## src/rtl/cpu_pkg.sv

```systemverilog
// Shared write-back arbitration types and defaults.
// Holds the arbiter FSM encoding and FIFO entry layout.
package cpu_pkg;

  localparam logic [0:0] ALU_PRI = 1'b0;
  localparam logic [0:0] MAC_PRI = 1'b1;

  localparam int DEF_FIFO_DEPTH   = 4;
  localparam int DEF_STARVE_LIMIT = 3;

  typedef struct packed {
    logic [3:0]  rd;
    logic [31:0] wd;
  } wb_ent_t;

endpackage

```

## src/rtl/wb_arbiter_if.sv

```systemverilog
// Write-back port bundle: ALU and MAC result sources plus
// the register-file write port driven by the arbiter.
interface wb_arbiter_if;

  logic        alu_valid;
  logic [3:0]  alu_rd;
  logic [31:0] alu_wd;
  logic        alu_stall;

  logic        mac_valid;
  logic        mac_ready;
  logic [3:0]  mac_rd;
  logic [31:0] mac_wd;

  logic        we;
  logic [3:0]  rd;
  logic [31:0] wd;
  logic [3:0]  fifo_count;
  logic        busy;

  modport slave (
    input  alu_valid, alu_rd, alu_wd,
    input  mac_valid, mac_rd, mac_wd,
    output alu_stall, mac_ready,
    output we, rd, wd, fifo_count, busy
  );

  modport master (
    output alu_valid, alu_rd, alu_wd,
    output mac_valid, mac_rd, mac_wd,
    input  alu_stall, mac_ready,
    input  we, rd, wd, fifo_count, busy
  );

endinterface

```

## src/rtl/wb_fifo.sv

```systemverilog
// Buffer for multi-cycle MAC/load results awaiting write-back.
// Caller never pushes when full nor pops when empty.
module wb_fifo
  import cpu_pkg::*;
#(
  parameter int DEPTH = DEF_FIFO_DEPTH
) (
  input  logic       clk,
  input  logic       rst,
  input  logic       push_i,
  input  wb_ent_t    push_data_i,
  input  logic       pop_i,
  output wb_ent_t    head_o,
  output logic [3:0] count_o
);

  localparam int AW = (DEPTH > 1) ? $clog2(DEPTH) : 1;

  wb_ent_t       mem_q [DEPTH];
  logic [AW-1:0] wp_q, wp_d;
  logic [AW-1:0] rp_q, rp_d;
  logic [3:0]    cnt_q, cnt_d;

  always_ff @(posedge clk) begin
    if (push_i) mem_q[wp_q] <= push_data_i;
  end

  // Power-of-two depth lets the pointers wrap naturally.
  always_comb begin
    wp_d  = push_i ? wp_q + AW'(1) : wp_q;
    rp_d  = pop_i  ? rp_q + AW'(1) : rp_q;
    cnt_d = cnt_q;
    unique case ({push_i, pop_i})
      2'b10:   cnt_d = cnt_q + 4'd1;
      2'b01:   cnt_d = cnt_q - 4'd1;
      default: cnt_d = cnt_q;
    endcase
  end

  always_ff @(posedge clk or posedge rst) begin
    if (rst) begin
      wp_q  <= '0;
      rp_q  <= '0;
      cnt_q <= '0;
    end else begin
      wp_q  <= wp_d;
      rp_q  <= rp_d;
      cnt_q <= cnt_d;
    end
  end

  assign head_o  = mem_q[rp_q];
  assign count_o = cnt_q;

endmodule

```

## src/rtl/wb_arbiter.sv

```systemverilog
// Register-file write-back arbiter: ALU results win by default,
// buffered MAC results get a slot after a run of ALU grants.
module wb_arbiter
  import cpu_pkg::*;
#(
  parameter int MAC_FIFO_DEPTH = DEF_FIFO_DEPTH,
  parameter int STARVE_LIMIT   = DEF_STARVE_LIMIT
) (
  input logic          clk,
  input logic          rst,
  wb_arbiter_if.slave  bus
);

  localparam int CW = $clog2(STARVE_LIMIT + 1);
  localparam logic [CW-1:0] LIMIT = CW'(STARVE_LIMIT);
  localparam logic [3:0]    FULL  = 4'(MAC_FIFO_DEPTH);

  logic [0:0]    state_q, state_d;
  logic [CW-1:0] starve_q, starve_d;
  logic          we_q, we_d;
  logic [3:0]    rd_q, rd_d;
  logic [31:0]   wd_q, wd_d;

  logic       nonempty;
  logic       ready;
  logic       push;
  logic       pop;
  logic       grant_alu;
  logic       mac_turn;
  logic [3:0] count;
  wb_ent_t    head;
  wb_ent_t    push_data;

  assign push_data = {bus.mac_rd, bus.mac_wd};
  assign nonempty  = (count != 4'd0);
  assign ready     = !rst && (count < FULL);
  assign push      = bus.mac_valid && ready;
  assign mac_turn  = (state_q == MAC_PRI) && nonempty;

  wb_fifo #(
    .DEPTH (MAC_FIFO_DEPTH)
  ) u_fifo (
    .clk         (clk),
    .rst         (rst),
    .push_i      (push),
    .push_data_i (push_data),
    .pop_i       (pop),
    .head_o      (head),
    .count_o     (count)
  );

  always_comb begin
    state_d   = ALU_PRI;
    starve_d  = '0;
    grant_alu = 1'b0;
    pop       = 1'b0;
    unique case (1'b1)
      mac_turn: pop = 1'b1;
      !mac_turn && bus.alu_valid: begin
        grant_alu = 1'b1;
        if (nonempty) begin
          starve_d = starve_q + CW'(1);
          if (starve_d >= LIMIT) state_d = MAC_PRI;
        end
      end
      !mac_turn && !bus.alu_valid && nonempty: pop = 1'b1;
      default: ;
    endcase
  end

  always_comb begin
    we_d = grant_alu || pop;
    rd_d = rd_q;
    wd_d = wd_q;
    if (grant_alu) begin
      rd_d = bus.alu_rd;
      wd_d = bus.alu_wd;
    end else if (pop) begin
      rd_d = head.rd;
      wd_d = head.wd;
    end
  end

  always_ff @(posedge clk or posedge rst) begin
    if (rst) begin
      state_q  <= ALU_PRI;
      starve_q <= '0;
      we_q     <= 1'b0;
      rd_q     <= '0;
      wd_q     <= '0;
    end else begin
      state_q  <= state_d;
      starve_q <= starve_d;
      we_q     <= we_d;
      rd_q     <= rd_d;
      wd_q     <= wd_d;
    end
  end

  assign bus.alu_stall  = rst || (bus.alu_valid && !grant_alu);
  assign bus.mac_ready  = ready;
  assign bus.we         = we_q;
  assign bus.rd         = rd_q;
  assign bus.wd         = wd_q;
  assign bus.fifo_count = count;
  assign bus.busy       = nonempty || we_q;

endmodule

```

## src/flat_wrapper.sv

```systemverilog
// flat-port wrapper written by rule: the top's interface ports become plain ports
module wb_arbiter_flat import cpu_pkg::*;
#(
  parameter int MAC_FIFO_DEPTH = DEF_FIFO_DEPTH,
  parameter int STARVE_LIMIT   = DEF_STARVE_LIMIT
)
  (clk, rst, bus_alu_valid, bus_alu_rd, bus_alu_wd, bus_mac_valid, bus_mac_rd, bus_mac_wd, bus_alu_stall, bus_mac_ready, bus_we, bus_rd, bus_wd, bus_fifo_count, bus_busy);
  wb_arbiter_if bus_i ();
  input logic clk;
  input logic rst;
  input wire logic [$bits(bus_i.alu_valid)-1:0] bus_alu_valid;
  input wire logic [$bits(bus_i.alu_rd)-1:0] bus_alu_rd;
  input wire logic [$bits(bus_i.alu_wd)-1:0] bus_alu_wd;
  input wire logic [$bits(bus_i.mac_valid)-1:0] bus_mac_valid;
  input wire logic [$bits(bus_i.mac_rd)-1:0] bus_mac_rd;
  input wire logic [$bits(bus_i.mac_wd)-1:0] bus_mac_wd;
  output wire logic [$bits(bus_i.alu_stall)-1:0] bus_alu_stall;
  output wire logic [$bits(bus_i.mac_ready)-1:0] bus_mac_ready;
  output wire logic [$bits(bus_i.we)-1:0] bus_we;
  output wire logic [$bits(bus_i.rd)-1:0] bus_rd;
  output wire logic [$bits(bus_i.wd)-1:0] bus_wd;
  output wire logic [$bits(bus_i.fifo_count)-1:0] bus_fifo_count;
  output wire logic [$bits(bus_i.busy)-1:0] bus_busy;
  assign bus_i.alu_valid = bus_alu_valid;
  assign bus_i.alu_rd = bus_alu_rd;
  assign bus_i.alu_wd = bus_alu_wd;
  assign bus_i.mac_valid = bus_mac_valid;
  assign bus_i.mac_rd = bus_mac_rd;
  assign bus_i.mac_wd = bus_mac_wd;
  assign bus_alu_stall = bus_i.alu_stall;
  assign bus_mac_ready = bus_i.mac_ready;
  assign bus_we = bus_i.we;
  assign bus_rd = bus_i.rd;
  assign bus_wd = bus_i.wd;
  assign bus_fifo_count = bus_i.fifo_count;
  assign bus_busy = bus_i.busy;
  wb_arbiter #(.MAC_FIFO_DEPTH(MAC_FIFO_DEPTH), .STARVE_LIMIT(STARVE_LIMIT)) u_core (.clk(clk), .rst(rst), .bus(bus_i));
endmodule
```

## config.mk

```make
export PLATFORM = sky130hd
export DESIGN_NAME = wb_arbiter_flat
export DESIGN_NICKNAME = d
export VERILOG_FILES = /design/src/rtl/cpu_pkg.sv /design/src/rtl/wb_arbiter_if.sv /design/src/rtl/wb_fifo.sv /design/src/rtl/wb_arbiter.sv /design/src/flat_wrapper.sv
export SDC_FILE = /design/constraint.sdc
export NUM_CORES = 1
export LEC_CHECK = 0
export BUFFER_PORTS_ARGS = -buffer_cell sky130_fd_sc_hd__buf_2
export CORE_ASPECT_RATIO = 2
export CORE_UTILIZATION = 45
export CTS_BUF_LIST = sky130_fd_sc_hd__clkbuf_16
export CTS_CLUSTER_DIAMETER = 60
export DETAILED_ROUTE_END_ITERATION = 6
export PLACE_DENSITY = 0.76
export SYNTH_ARGS = -nofsm -noshare
export SYNTH_HDL_FRONTEND = slang
export SYNTH_SLANG_ARGS = --single-unit
```

## constraint.sdc

```tcl
create_clock -name clk -period 3.2 [get_ports clk]
set_input_delay 0.16 -clock clk [delete_from_list [all_inputs] [get_ports clk]]
set_output_delay 0.16 -clock clk [all_outputs]
set_load 0.02 [all_outputs]
```

==> flow_summary.ini <==
[min_path]
hold_class = input port to register

[job]
cap_violations = 0

[logic_synthesis]
synthDistinctLibCells = 34
synth_area_per_cell_um2 = 18.1
yosysWarnings = 0
ys_seq_elements = 192
syn_nets = 506
synth_area_um2 = 7660
ys_seq_area_share_pct = 72.2
synth_cells = 422

[detailed_routing]
drt_wl_total_mm = 16.5
drtIter0Drc = 259
antenna_left = 0
num_vias = 4580
drc = 0
viasPerCell = 5.52
post_drt_wl_per_cell_um = 19.8
firstDrtPassIters = 4

[floorplan]
die_y_um = 186
row_count = 67
start_util_pct = 45.9
die_w_um = 94.2
core-area_um2 = 16700
design.die.area_um2 = 17600
pin_count = 120

[cts]
cts_buffers = 17
cts_buffer_depth = 2
clock_latency_ns = 0.43
cts_tree = built
path_clk_slew_ns = 0.07
clkSinkCount = 192
root_buffer = clkbuf_16
htree_levels = 4

[power]
p_switching_mw = 2.44
internal-power_mw = 5.09
p_leak_nw = 3.54
switching_share_pct = 32.4
max-vdd-ir-drop_mv = 0.511
comb_power_share_pct = 27.1
seqPwrFrac_pct = 45.2
clockPowerShare_pct = 27.7
power_density_nw_per_um2 = 777

[critical_path]
cp_data_arrival_time_ns = 3.00
worstPathCellList = nor3_1 > and2_1 > inv_1 > ha_1 > xor2_1 > ha_1 > a21oi_1 > xor2_1 > nor2_1 > xor2_1
cpMaxStageDelayCell = dfrtp_1
startpoint_type = register
crit_type = register to register
crit_path_frequent_cell = xor2_1
crit_required_ns = 3.51
critPathBufInv = 1
end_kind = register
cp_slowest_stage_delay_ns = 0.49
crit_fanout = 8
path_delay_family = simple AND/OR/NAND/NOR gates

[global_route]
grt_pass1_wl_mm = 26.4
antenna_found_initial = 0
grt_pass1_vias = 5148
grt_usage_pct = 20.5
grt_max_degree = 42
grt_overflow = 0

[timing]
finClkSkew_ns = 0.0138
relSlewSlack_pct = 34.3
period_minus_slack_ns = 2.69
tightest_slew_ns = 0.985
drv_slew = 0
fin_tns_setup_ns = 0
period_share_pct = 84.2
rsz0062_at_grt = no
max_freq_ghz = 0.371
finalHoldViolCount = 0
setup_violations = 0

[placement]
dp_hpwl_mm = 10.5
port_buffers = 119
gp_congestion = 0.792
place_inst = 729

[finish]
final_util_pct = 58.1
area_growth_pct = 26.6
finalNetCount = 694
fill_cells = 1234
diodes = 0
finalNonFillerCells = 830
drive_above_1_share_pct = 35.8

[run_status]
outcome = completed
-- path summary, 6_finish.rpt --
kind,start,end,slack [ns],cells past startpoint
worst max-delay path,u_core.u_fifo.count_o[2],u_core.u_fifo.count_o[2],0.51,10
worst min-delay path,bus_alu_rd[0],u_core.bus.rd[0],0.005,3
worst max register to register,u_core.u_fifo.count_o[2],u_core.u_fifo.count_o[2],0.51,10
worst min register to register,u_core.starve_q[0],u_core.starve_q[0],0.46,1
max in group asynchronous,rst,u_core.bus.wd[1],2.13,4
min in group asynchronous,rst,u_core.bus.wd[31],0.21,3
-- cell usage after synthesis --
library cell	n	area share, %
nand3_1	1	0.065
o32ai_1	36	4.1
o21ai_0	2	0.13
edfxtp_1	144	56
mux2_2	1	0.15
xnor2_1	3	0.34
nor4_1	1	0.082
nor2_1	39	1.9
inv_1	5	0.25
mux2i_1	1	0.13
buf_8	1	0.20
nand2b_4	1	0.18
nand3b_1	1	0.098
or4_4	1	0.15
nor2b_1	1	0.082
clkbuf_1	9	0.44
buf_12	3	0.78
dfrtp_1	48	16
mux4_2	36	11
xor2_1	5	0.57
nand2b_1	2	0.16
buf_2	14	0.92
a21oi_2	13	1.5
nand2_2	1	0.082
o41ai_4	1	0.36
and2_1	1	0.082
nor3_1	2	0.13
and3_1	5	0.41
a21oi_1	25	1.6
nand2_1	5	0.25
nor4bb_1	2	0.26
ha_1	8	1.3
buf_4	2	0.20
buf_6	2	0.29
-- metal layers --
metal	GRT usage [%]	wire, um	vias to the layer above
li1	-	-	2060
met1	21.2	5780	2329
met2	38.4	9620	158
met3	4.32	662	33
met4	8.99	393	0
met5	0	0	-
-- cells in the final DEF (no fill, tap or decap), types with 2 or more instances in the layout --
master,netlist,layout
o21ai_0,2,2
clkbuf_16,0,17
edfxtp_1,144,144
and3_2,0,4
xor2_1,5,5
clkinv_4,0,4
xnor2_1,3,3
dlygate4sd3_1,0,69
dfrtp_2,0,2
clkinv_8,0,2
nor3_1,2,2
nand2_1,5,5
nor2_1,39,39
nand2b_1,2,2
inv_8,0,3
o32ai_1,36,36
dfrtp_1,48,46
ha_1,8,8
buf_4,2,11
inv_6,0,3
a21oi_1,25,25
nor4bb_1,2,2
mux4_2,36,36
buf_2,14,119
inv_1,5,4
a21oi_2,13,13
-- flip-flops by register name, indices dropped and copies added (netlist names) --
| name | flops |
|---|---|
| u_core.bus.rd | 4 |
| u_core.starve_q | 2 |
| u_core.bus.wd | 32 |
| u_core.bus.we | 1 |
| u_core.u_fifo.rp_q | 2 |
| u_core.u_fifo.count_o | 4 |
| u_core.state_q | 1 |
| u_core.u_fifo.wp_q | 2 |
| u_core.u_fifo.mem_q | 144 |
-- through the flow --
stage / setup slack [ns] / power [mW] / hold WS, ns / area [um2]
floorplan: 0.345 / 4.87 / 0.259 / 7660
global route: 0.365 / 7.89 / 0.0100 / 9690
detailed placement: 0.622 / 5.45 / 0.114 / 8400
finish: 0.506 / 7.53 / 0.00469 / 9690
global placement: 0.797 / 5.35 / 0.0989 / 8400
CTS: 0.599 / 7.59 / 0.000117 / 9690
-- worst min-delay path: stages --
cell and delay, ns:
buf_2 0.08, o32ai_1 0.05, nor2_1 0.10
-- area by class of cell --
class	count	area [um2]	share of cell area [%]
timing repair buffer	200	1390	14.3
clock inverter	15	169	1.74
tap	207	259	2.67
multi-input combinational	194	1900	19.6
inverter	5	18.8	0.194
clock buffer	17	425	4.39
sequential	192	5530	57.1
-- repair_timing --
item                      in CTS  in global routing
hold endpoints to repair     185                  0
setup buffers                  0                  0
hold buffers                  69                  0
resized for setup              0                  0
-- power by group through the flow --
| stage | clock [mW] | sequential [mW] | combinational, mW |
|---|---|---|---|
| 2_1_floorplan | 0 | 3.50 | 1.37 |
| 3_3_place_gp | 0 | 3.42 | 1.93 |
| 3_5_place_dp | 0 | 3.46 | 1.99 |
| 4_1_cts | 2.12 | 3.40 | 2.07 |
| 5_1_grt | 2.22 | 3.46 | 2.21 |
| 6_report | 2.08 | 3.40 | 2.04 |
-- kinds of logic after synthesis --
group / count (synthesis) / share of synthesized area, %
buffers and inverters: 36 / 3.07
adders and majority gates: 8 / 1.31
AOI/OAI and AO/OA: 77 / 7.73
xor gates and xnor gates: 8 / 0.915
muxes: 38 / 10.9
and+or+nand+nor: 63 / 3.94
DFF: 192 / 72.2
(Power assumes the default switching activity.)
